===== config.mk =====
export PLATFORM = sky130hd
export DESIGN_NAME = level_pump_controller
export DESIGN_NICKNAME = d
export VERILOG_FILES = /design/src/rtl/level_ctrl_pkg.sv /design/src/rtl/tick_gen.sv /design/src/rtl/level_pump_controller.sv
export SDC_FILE = /design/constraint.sdc
export NUM_CORES = 1
export LEC_CHECK = 0
export ABC_AREA = 1
export CORE_ASPECT_RATIO = 1.5
export CORE_UTILIZATION = 50
export CTS_CLUSTER_DIAMETER = 100
export DETAILED_ROUTE_END_ITERATION = 12
export GPL_TIMING_DRIVEN = 0
export HOLD_SLACK_MARGIN = 0.03
export PLACE_DENSITY = 0.78
export SKIP_LAST_GASP = 1
export SLEW_MARGIN = 5
export SYNTH_ARGS = -nofsm -noshare
export SYNTH_HDL_FRONTEND = slang
export SYNTH_HIERARCHICAL = 1
export SYNTH_SLANG_ARGS = --single-unit

===== constraint.sdc =====
create_clock -name clk_100MHz -period 3.25 [get_ports clk_100MHz]
set_clock_uncertainty 0.05 [all_clocks]
set_input_delay 0.65 -clock clk_100MHz [delete_from_list [all_inputs] [get_ports clk_100MHz]]
set_output_delay 0.65 -clock clk_100MHz [all_outputs]
set_load 0.02 [all_outputs]

===== src/rtl/level_ctrl_pkg.sv =====
// Shared state encodings, default timing parameters and counter sizing helper
// for the tank level pump controller.
package level_ctrl_pkg;

    localparam int unsigned TICK_DIV_DEF      = 32'd100000;
    localparam int unsigned CONFIRM_TICKS_DEF = 32'd50;
    localparam int unsigned MIN_RUN_TICKS_DEF = 32'd1000;
    localparam int unsigned MAX_RUN_TICKS_DEF = 32'd60000;
    localparam int unsigned BLINK_TICKS_DEF   = 32'd250;

    typedef enum logic [2:0] {
        ST_IDLE         = 3'd0,
        ST_LOW_CONFIRM  = 3'd1,
        ST_FILLING      = 3'd2,
        ST_HIGH_CONFIRM = 3'd3,
        ST_DRAINING     = 3'd4,
        ST_FAULT        = 3'd5
    } state_e;

    // Bits needed to hold values 0..max_val, never less than one.
    function automatic int unsigned cnt_width(input int unsigned max_val);
        if (max_val < 32'd2) begin
            return 32'd1;
        end else begin
            return $clog2(max_val + 32'd1);
        end
    endfunction

endpackage


===== src/rtl/tick_gen.sv =====
// Free-running prescaler producing a one-cycle tick every TICK_DIV clocks.
module tick_gen
    import level_ctrl_pkg::*;
#(
    parameter int unsigned TICK_DIV = TICK_DIV_DEF
) (
    input  logic clk_100MHz,
    input  logic reset,
    output logic tick
);

    localparam int unsigned W = cnt_width(TICK_DIV - 32'd1);
    localparam logic [W-1:0] LAST = W'(TICK_DIV - 32'd1);

    logic [W-1:0] cnt_q;
    logic [W-1:0] cnt_d;

    // Wrap to zero after the last count of the period.
    always_comb begin
        if (cnt_q == LAST) begin
            cnt_d = {W{1'b0}};
        end else begin
            cnt_d = cnt_q + W'(1);
        end
    end

    // Prescaler count register.
    always_ff @(posedge clk_100MHz) begin
        if (reset) begin
            cnt_q <= {W{1'b0}};
        end else begin
            cnt_q <= cnt_d;
        end
    end

    assign tick = (cnt_q == LAST);

endmodule


===== src/rtl/level_pump_controller.sv =====
// Tank level controller: confirms threshold flags over a tick timebase, runs the
// fill pump or drain valve with min/max run limits, and latches sensor faults.
module level_pump_controller
    import level_ctrl_pkg::*;
#(
    parameter int unsigned TICK_DIV      = TICK_DIV_DEF,
    parameter int unsigned CONFIRM_TICKS = CONFIRM_TICKS_DEF,
    parameter int unsigned MIN_RUN_TICKS = MIN_RUN_TICKS_DEF,
    parameter int unsigned MAX_RUN_TICKS = MAX_RUN_TICKS_DEF,
    parameter int unsigned BLINK_TICKS   = BLINK_TICKS_DEF
) (
    input  logic       clk_100MHz,
    input  logic       reset,
    input  logic       GOET,
    input  logic       LOET,
    input  logic       ack,
    output logic       pump_on,
    output logic       drain_on,
    output logic       alarm_led,
    output logic       fault,
    output logic [2:0] state_code
);

    localparam int unsigned CW = cnt_width(MAX_RUN_TICKS);
    localparam int unsigned BW = cnt_width(BLINK_TICKS);
    localparam logic [CW-1:0] CNT_MAX     = CW'(MAX_RUN_TICKS);
    localparam logic [CW-1:0] CNT_MIN     = CW'(MIN_RUN_TICKS);
    localparam logic [CW-1:0] CNT_CONFIRM = CW'(CONFIRM_TICKS);
    localparam logic [BW-1:0] BLINK_LAST  = BW'(BLINK_TICKS - 32'd1);

    logic          tick_s;
    state_e        state_q, state_d;
    logic [CW-1:0] cnt_q, cnt_d, cnt_s;
    logic [BW-1:0] blink_q, blink_d;
    logic          alarm_q, alarm_d;
    logic          pump_q, drain_q, fault_q;

    tick_gen #(
        .TICK_DIV (TICK_DIV)
    ) u_tick_gen (
        .clk_100MHz (clk_100MHz),
        .reset      (reset),
        .tick       (tick_s)
    );

    // cnt_s is the count as it will be after this edge, so thresholds act on the reaching tick.
    always_comb begin
        if (tick_s && (cnt_q != CNT_MAX)) begin
            cnt_s = cnt_q + CW'(1);
        end else begin
            cnt_s = cnt_q;
        end

        state_d = state_q;
        if (GOET && LOET) begin
            state_d = ST_FAULT;
        end else begin
            case (state_q)
                ST_IDLE: begin
                    if (LOET)      state_d = ST_LOW_CONFIRM;
                    else if (GOET) state_d = ST_HIGH_CONFIRM;
                    else           state_d = ST_IDLE;
                end
                ST_LOW_CONFIRM: begin
                    if (!LOET)                     state_d = ST_IDLE;
                    else if (cnt_s >= CNT_CONFIRM) state_d = ST_FILLING;
                    else                           state_d = ST_LOW_CONFIRM;
                end
                ST_HIGH_CONFIRM: begin
                    if (!GOET)                     state_d = ST_IDLE;
                    else if (cnt_s >= CNT_CONFIRM) state_d = ST_DRAINING;
                    else                           state_d = ST_HIGH_CONFIRM;
                end
                ST_FILLING: begin
                    if (cnt_s == CNT_MAX)                  state_d = ST_FAULT;
                    else if (!LOET && (cnt_s >= CNT_MIN))  state_d = ST_IDLE;
                    else                                   state_d = ST_FILLING;
                end
                ST_DRAINING: begin
                    if (cnt_s == CNT_MAX)                  state_d = ST_FAULT;
                    else if (!GOET && (cnt_s >= CNT_MIN))  state_d = ST_IDLE;
                    else                                   state_d = ST_DRAINING;
                end
                ST_FAULT: begin
                    if (ack && !GOET && !LOET) state_d = ST_IDLE;
                    else                       state_d = ST_FAULT;
                end
                default: state_d = ST_FAULT;
            endcase
        end
    end

    // Tick counter restarts on any state change; alarm blinks only while in FAULT.
    always_comb begin
        if (state_d != state_q) begin
            cnt_d = {CW{1'b0}};
        end else begin
            cnt_d = cnt_s;
        end

        if (state_d != ST_FAULT) begin
            blink_d = {BW{1'b0}};
            alarm_d = 1'b0;
        end else if (state_q != ST_FAULT) begin
            blink_d = {BW{1'b0}};
            alarm_d = 1'b1;
        end else if (tick_s) begin
            if (blink_q >= BLINK_LAST) begin
                blink_d = {BW{1'b0}};
                alarm_d = !alarm_q;
            end else begin
                blink_d = blink_q + BW'(1);
                alarm_d = alarm_q;
            end
        end else begin
            blink_d = blink_q;
            alarm_d = alarm_q;
        end
    end

    // State, counters and outputs all update together from the next state.
    always_ff @(posedge clk_100MHz) begin
        if (reset) begin
            state_q <= ST_IDLE;
            cnt_q   <= {CW{1'b0}};
            blink_q <= {BW{1'b0}};
            alarm_q <= 1'b0;
            pump_q  <= 1'b0;
            drain_q <= 1'b0;
            fault_q <= 1'b0;
        end else begin
            state_q <= state_d;
            cnt_q   <= cnt_d;
            blink_q <= blink_d;
            alarm_q <= alarm_d;
            pump_q  <= (state_d == ST_FILLING);
            drain_q <= (state_d == ST_DRAINING);
            fault_q <= (state_d == ST_FAULT);
        end
    end

    assign pump_on    = pump_q;
    assign drain_on   = drain_q;
    assign alarm_led  = alarm_q;
    assign fault      = fault_q;
    assign state_code = state_q;

endmodule


Yosys cells after proc, flatten, opt, wreduce, memory -nomap -nowiden
Cells that the tools add are included.

Add/sub/neg operators: 3. Magnitude comparators: 3. Eq/ne operators: 14. Muxes and demuxes: 18. Reductions and logical operators: 17.

Operators with widths (count): two-way mux 3 bit (7); one-hot mux 3 bit (6 select lines) (1); adder 17 x 1 -> 17 bit, second input constant (1); == test 17 bit, second input constant (1); adder 16 x 1 -> 16 bit, second input constant (1); == test 16 bit, second input constant (1); greater-or-equal comparator 16 x 10 -> 1 bit, second input constant (1); greater-or-equal comparator 16 x 6 -> 1 bit, second input constant (1); two-way mux 16 bit (1); inequality test 16 bit, second input constant (1); == test 3 bit, second input constant (4); two-way mux 2 bit (5); == test 3 x 2 -> 1 bit, second input constant (3); adder 8 x 1 -> 8 bit, second input constant (1); greater-or-equal comparator 8 bit, second input constant (1); two-way mux 8 bit (1); logical AND 1 bit (6); inequality test 3 bit, second input constant (2); OR reduction 2 bit (3); nonzero test 2 bit (2); == test 3 x 1 -> 1 bit, second input constant (1); zero test 1 bit (3); zero test 3 bit (1); two-way mux 1 bit (3); other kinds (3) (3).

Flip-flop bits (word level): 48. Word-level logic and storage cells: 63.

Logic depth before layout (Yosys ltp)
Gate-level depths: netlist of run 1.

Depth after elaboration: 11. Gate-level depth with buffers: 25. Gate-level depth less buffers: 23.

Modules after synthesis
Netlist of run 1, hierarchy kept.

Modules (own cells, without submodules): level_pump_controller (instances 1, cells each 372, area each 2364.8 sq um, sequential area each 620.6 sq um); tick_gen (instances 1, cells each 140, area each 948.4 sq um, sequential area each 340.3 sq um).

Least setup slack after synthesis of run 1
Ideal clock, no wire load.

Path kind: reg2reg. Start: register u_tick_gen.cnt_q[0]. End: register, netlist name cnt_q[10]. Setup time: 62 ps. Data arrival time: 2737 ps. Setup slack: 401 ps. Stages on the path, launching flop included: 22. Buffers on the path: 2. Clock period less this slack: 2849 ps. Cells stage by stage: dfxtp_1 ha_1 nand2_1 nor2_4 nand3_2 inv_1 clkbuf_1 nand3_1 nand2_4 nand3_1 nor2_1 nand2_1 nor2_2 o21ai_2 nand3_2 nand2_2 nand2_2 nand2_2 nor2_4 nand2_4 buf_12 nor2_2.

RTL lines: start: declaration (RTL line tick_gen.sv:15) `logic [W-1:0] cnt_q;`; start signal: assignment (RTL line tick_gen.sv:30) `cnt_q <= {W{1'b0}};`; start signal: assignment (RTL line tick_gen.sv:32) `cnt_q <= cnt_d;`.

==> results of run 1 <==
final cells by class:
| cell class | instances | area (µm²) |
|---|---|---|
| Buffer | 5 | 67.56 |
| Clock buffer | 5 | 68.82 |
| Clock inverter | 3 | 47.55 |
| Fill cell | 626 | 2779 |
| Inverter | 76 | 287.8 |
| Multi-Input combinational cell | 383 | 2016 |
| Sequential cell | 48 | 962.2 |
| Tap cell | 76 | 95.09 |
| Timing Repair Buffer | 12 | 117.6 |
power breakdown:
group / switching [W] / internal, W / leakage [nW]
logic: 0.0000785 / 0.0000492 / 0.979
clock network: 0.000214 / 0.000232 / 0.0583
registers: 0.0000112 / 0.000598 / 0.388
total: 0.000304 / 0.000879 / 1.43
logic make-up after synthesis:
logic type | after synthesis | synth area share [%]
fa+ha+maj | 6 | 2.266
compound gates | 22 | 4.116
buf+inv | 81 | 10.61
xor+xnor | 14 | 3.701
flops | 48 | 29.00
simple gates | 341 | 50.30
worst max path at each step:
stage	startpoint	cells after the start	to	slack (ns)
finish	u_tick_gen/cnt_q[0]$_SDFF_PP0_	19	cnt_q[4]$_SDFF_PP0_	0.22
global route	u_tick_gen/cnt_q[0]$_SDFF_PP0_	23	cnt_q[10]$_SDFF_PP0_	-0.03
CTS	u_tick_gen/cnt_q[0]$_SDFF_PP0_	19	cnt_q[10]$_SDFF_PP0_	0.04
global placement	u_tick_gen/cnt_q[0]$_SDFF_PP0_	21	cnt_q[10]$_SDFF_PP0_	-0.04
floorplan	u_tick_gen/cnt_q[0]$_SDFF_PP0_	21	cnt_q[10]$_SDFF_PP0_	0.40
detailed placement	u_tick_gen/cnt_q[0]$_SDFF_PP0_	21	cnt_q[10]$_SDFF_PP0_	-0.08
stage by stage:
| stage | cells | worst slack (ns) | hold WS (ns) | total power (W) | instance area (µm²) |
|---|---|---|---|---|---|
| 5_1_grt | 608 | -0.02896 | 0.4074 | 0.001226 | 3662 |
| 3_3_place_gp | 599 | -0.03524 | 0.3983 | 0.0007501 | 3518 |
| 6_report | 608 | 0.2208 | 0.3879 | 0.001183 | 3662 |
| 2_1_floorplan | 512 | 0.4012 | 0.3888 | 0.0007142 | 3313 |
| 3_5_place_dp | 599 | -0.07724 | 0.4135 | 0.0007511 | 3518 |
| 4_1_cts | 607 | 0.04040 | 0.4363 | 0.001196 | 3643 |
routing by layer:
layer | up-vias | routed length (µm) | track usage, %
met3 | 22 | 147 | 3.266
met5 | - | 0 | 0
li1 | 1615 | - | -
met4 | 0 | 278 | 12.82
met1 | 1407 | 2688 | 21.25
met2 | 54 | 3787 | 41.48
synthesized netlist by cell type (all sizes together), types with 3 or more instances:
cell / number
o21ai: 12
nand3: 42
nor2: 113
nor3: 4
dfxtp: 48
nand4: 12
buf: 4
inv: 74
xnor2: 7
nand2: 165
a21oi: 4
nor4: 3
ha: 6
xor2: 7
registers in the layout (all words and copies together), names as in the netlist:
| name | flops |
|---|---|
| drain_on | 1 |
| u_tick_gen/cnt_q | 17 |
| alarm_led | 1 |
| blink_q | 8 |
| fault | 1 |
| pump_on | 1 |
| cnt_q | 16 |
| state_code | 3 |
what timing repair did:
item | 4_1_cts | 5_1_grt
gates resized for setup | 2 | 4
endpoints found under the setup margin | 11 | 24
pin swaps | 0 | 1
buffers inserted | 0 | 1
==> flow_metrics.tcl, run 1 <==
set metrics [dict create \
    final_common_cell "nand2_1" \
    io_pins 12 \
    setup_violations 0 \
    p_leak_nw 1.426 \
    post-route-min-period_ns 3.029 \
    clk_pin_slew_ns 0.09 \
    tritoncts "done" \
    endpoint_kind "flip-flop" \
    synthTopCellsByArea "dfxtp_1, nand2_1, nor2_1" \
    grt_pass1_vias 2911 \
    cts.sinks 48 \
    min_path_type "reg -> reg" \
    rsz0062_at_grt "true" \
    synthFlopType "dfxtp_1" \
    hold_violations 0 \
    slowest_stage "dfxtp_2" \
    final.setup.tns_ns 0 \
    post-synth-top-area-cell "dfxtp_1" \
    r2r_setup_slack_ns 0.22 \
    numCtsBuffers 5 \
    cpLargestDelayFamily "simple AND/OR/NAND/NOR gates" \
    final-max-slew-violation-count 0 \
    max_stage_delay_ns 0.37 \
    via_per_inst 5.095 \
    maxSlewHeadroom_pct 63.78 \
    clk_latency_ns 0.31 \
    syn_avg_cell_area_um2 6.471 \
    r2r-start "u_tick_gen/cnt_q[0]$_SDFF_PP0_" \
    fin_util_pct 56.86 \
    die_area_um2 6963 \
    start_util_pct 51.44 \
    peakVddDrop_mv 0.2199 \
    min-delay-start "u_tick_gen/cnt_q[0]$_SDFF_PP0_" \
    status "finished, final reports clean" \
    synth.distinct_cells 35 \
    htreeDepth 2 \
    synth_edf_count 0 \
    rows 36 \
    ant_nets 0 \
    grt_max_degree 17 \
    critPathRequiredTime_ns 3.41 \
    crit_path_max_fanout 10 \
    ctsHoldBuffers 0 \
    layout_common_cells "nand2_1, nor2_1, inv_1" \
    area_delta_synth_final_pct 10.54 \
    dr.pass1.iters 4 \
    drive_gt1_share_pct 16.92 \
    synth_area_um2 3313 \
    synthArstFlopShare_pct 0 \
    antenna_found_initial 0 \
    min_path_cells 1 \
    syn-instance-count 512 \
    max_freq_mhz 330.1 \
    synth-seq-cells 48 \
    die_y_um 101.7 \
    num_antenna_cells 0 \
    post-dp-hpwl_mm 5.540 \
    routed_wl_mm 6.901 \
    via_count 3098 \
    core_area_um2 6441 \
    post-route-period-util_pct 93.21 \
    cts.path.max_buffers 2 \
    yosysSeqAreaShare_pct 29.00 \
    cp_cell_sequence "ha_1 -> nand2_1 -> nor2_4 -> nand3_4 -> inv_4 -> inv_2 -> a21oi_4 -> nand2_1 -> nand2_2 -> nand2_1 -> nor2_2 -> nand3_2 -> nor2_1 -> nor2_2 -> o21ai_1 -> nor2_4 -> nand2_4 -> buf_12 -> nor2_4" \
    nNetsFinal 542 \
    power.density_nw_per_um2 323.0 \
    worst_slew_pin_slew_ns 0.5384 \
    critPathLaunchType "flip-flop" \
    grt_pass1_wl_mm 11.69 \
    cp_data_arrival_time_ns 3.19 \
    drv_cap 0 \
    reg2reg_depth 19 \
    grt_overflow 0 \
    drt_iter0_markers 100 \
    grt_usage_pct 21.90 \
    worstReg2RegEnd "cnt_q[4]$_SDFF_PP0_" \
    path_buf_inv 3 \
    whs_endpoint "u_tick_gen/cnt_q[0]$_SDFF_PP0_" \
    portBuffers 11 \
    worstSetupPathType "reg -> reg" \
    die_w_um 68.47 \
    place_congestion 0.9167 \
    cts_root_buf "clkbuf_8" \
    wl_per_cell_um 11.35 \
    drc_errors 0 \
    yosysTopAreaCellShare_pct 29.00 \
    synth_nets 523 \
    ys.warnings.count 6 \
]
Power figures use the tool's default switching activity.
==> run 2: changes to the inputs <==
CORE_ASPECT_RATIO = 1.4   (was 1.5)
==> flow_metrics.tcl, run 2 (same netlist as run 1, synthesis figures left out) <==
set metrics [dict create \
    top_regs "u_tick_gen/cnt_q x17, cnt_q x16, blink_q x8" \
    endpoint_kind "flip-flop" \
    nNetsFinal 543 \
    min_path_cells 1 \
    worstSetupPathType "reg -> reg" \
    largest_reg_flops 17 \
    post-dp-hpwl_mm 5.244 \
    start_util_pct 52.62 \
    reg2reg_depth 22 \
    htreeDepth 2 \
    critPathRequiredTime_ns 3.41 \
    fillCellCount 594 \
    drive_gt1_share_pct 17.26 \
    grt_pass1_vias 2915 \
    tritoncts "done" \
    slowest_stage "dfxtp_2" \
    peakVddDrop_mv 0.1765 \
    post-route-period-util_pct 91.46 \
    cts.path.max_buffers 2 \
    grt_max_degree 16 \
    max_stage_delay_ns 0.36 \
    power.density_nw_per_um2 305.3 \
    die_w_um 70.80 \
    path_common_cell "nand2_1" \
    drc_errors 0 \
    wl_per_cell_um 10.97 \
    met1_length_mm 2.729 \
    clk_latency_ns 0.31 \
    regMostFlops "u_tick_gen/cnt_q" \
    drt_iter0_markers 110 \
    grt_overflow 0 \
    numCtsBuffers 5 \
    die_area_um2 6960 \
    worst_slew_pin_slew_ns 0.6189 \
    via_per_inst 4.990 \
    holdWs_ns 0.3922 \
    rsz0062_at_grt "false" \
    final.setup.tns_ns 0 \
    die_y_um 98.32 \
    maxSlewHeadroom_pct 58.36 \
    area_delta_synth_final_pct 10.16 \
    crit_path_max_fanout 10 \
    clk_pin_slew_ns 0.09 \
    drv_cap 0 \
    setup_violations 0 \
    ctsHoldBuffers 0 \
    critPathLaunchType "flip-flop" \
    rows 34 \
    hold_violations 0 \
    cts_root_buf "clkbuf_8" \
    routed_wl_mm 6.636 \
    cp_data_arrival_time_ns 3.13 \
    io_pins 12 \
    via_count 3019 \
    min_path_type "reg -> reg" \
    num_antenna_cells 0 \
    status "finished, final reports clean" \
    cts.sinks 48 \
    final_common_cell "nand2_1" \
    grt_pass1_wl_mm 12.03 \
    final-max-slew-violation-count 0 \
    top_layer "met4" \
    cp_cell_sequence "ha_1 -> nand2_1 -> nor2_4 -> nand3_4 -> inv_4 -> nand2_4 -> buf_8 -> nand2_1 -> nand2_1 -> nor2_1 -> nand2_1 -> nor2_1 -> nand2_1 -> nand2_1 -> nand2_1 -> nor2_2 -> nand3_1 -> nand2_2 -> nor2_4 -> nand2_4 -> buf_12 -> nor2_2" \
    core_area_um2 6296 \
    grt_usage_pct 21.52 \
    layout_common_cells "nand2_1, nor2_1, inv_1" \
    wl_met3_um 195 \
    ant_nets 0 \
    post-route-min-period_ns 2.972 \
    portBuffers 11 \
    p_leak_nw 1.426 \
    antenna_found_initial 0 \
    dr_wl_met2_mm 3.489 \
    dr.pass1.iters 4 \
    max_freq_mhz 336.4 \
    place_congestion 0.9355 \
]
run 2: changes by cell type in the layout (fill, tap and decap cells not counted), sizes merged:
cell    before  now
buf          5    6
bufinv       1    0
clkbuf       6    7
clkinv       4    3
inv         74   75
run 2: where the power goes:
group          switching (W)  total (W)  internal (W)
clock network       0.000203   0.000377      0.000174
logic              0.0000786   0.000128     0.0000493
registers          0.0000110   0.000609      0.000598
run 2: cell type report:
cell class | count | area [µm²] | area share (%)
multi-input combinational | 383 | 2018 | 55.30
inverter | 76 | 287.8 | 7.885
clock buffer | 6 | 82.58 | 2.263
timing repair buffer | 13 | 125.1 | 3.428
sequential | 48 | 962.2 | 26.36
tap | 72 | 90.09 | 2.468
clock inverter | 2 | 13.76 | 0.3771
buffer | 5 | 70.07 | 1.920
run 2: repair_timing:
item | 4_1_cts | 5_1_grt
pin swaps | 0 | 1
setup endpoints to repair | 14 | 24
buffers inserted | 0 | 2
resized for setup | 2 | 7
cloned | 0 | 0
run 2: path summary, 6_finish.rpt:
| check | startpoint | to | slack [ns] |
|---|---|---|---|
| max reg2reg | u_tick_gen/cnt_q[0]$_SDFF_PP0_ | cnt_q[10]$_SDFF_PP0_ | 0.28 |
| min reg2reg | u_tick_gen/cnt_q[0]$_SDFF_PP0_ | u_tick_gen/cnt_q[0]$_SDFF_PP0_ | 0.39 |
| max | u_tick_gen/cnt_q[0]$_SDFF_PP0_ | cnt_q[10]$_SDFF_PP0_ | 0.28 |
| min | u_tick_gen/cnt_q[0]$_SDFF_PP0_ | u_tick_gen/cnt_q[0]$_SDFF_PP0_ | 0.39 |
run 2: layer usage:
layer / global-route usage (%) / up-vias
met4: 11.08 / 0
met5: 0 / -
li1: - / 1620
met1: 23.33 / 1325
met2: 39.50 / 56
met3: 3.509 / 18
run 2: per-stage QoR:
| stage | total power, W | area (µm²) | worst slack [ns] | std cells | util [%] |
|---|---|---|---|---|---|
| 3_3_place_gp | 0.0007481 | 3513 | -0.05103 | 595 | 55.80 |
| 2_1_floorplan | 0.0007142 | 3313 | 0.4012 | 512 | - |
| 4_1_cts | 0.001124 | 3618 | 0.03923 | 603 | 57.47 |
| 3_5_place_dp | 0.0007506 | 3513 | -0.1305 | 595 | 55.80 |
| 6_report | 0.001114 | 3650 | 0.2776 | 605 | 57.97 |
| 5_1_grt | 0.001168 | 3650 | 0.007760 | 605 | 57.97 |
run 2: worst max-delay path: cells and delay by family, from the launching register on:
kind / cells / cell delay, ns
fa+ha+maj: 1 / 0.21
buf+inv: 3 / 0.45
flops: 1 / 0.36
simple gates: 18 / 1.79
==> run 3: changes to the inputs <==
CAP_MARGIN = 20   (was not set)
==> results of run 3 <==
Final layout, timing and power as in run 2 (identical DEF).
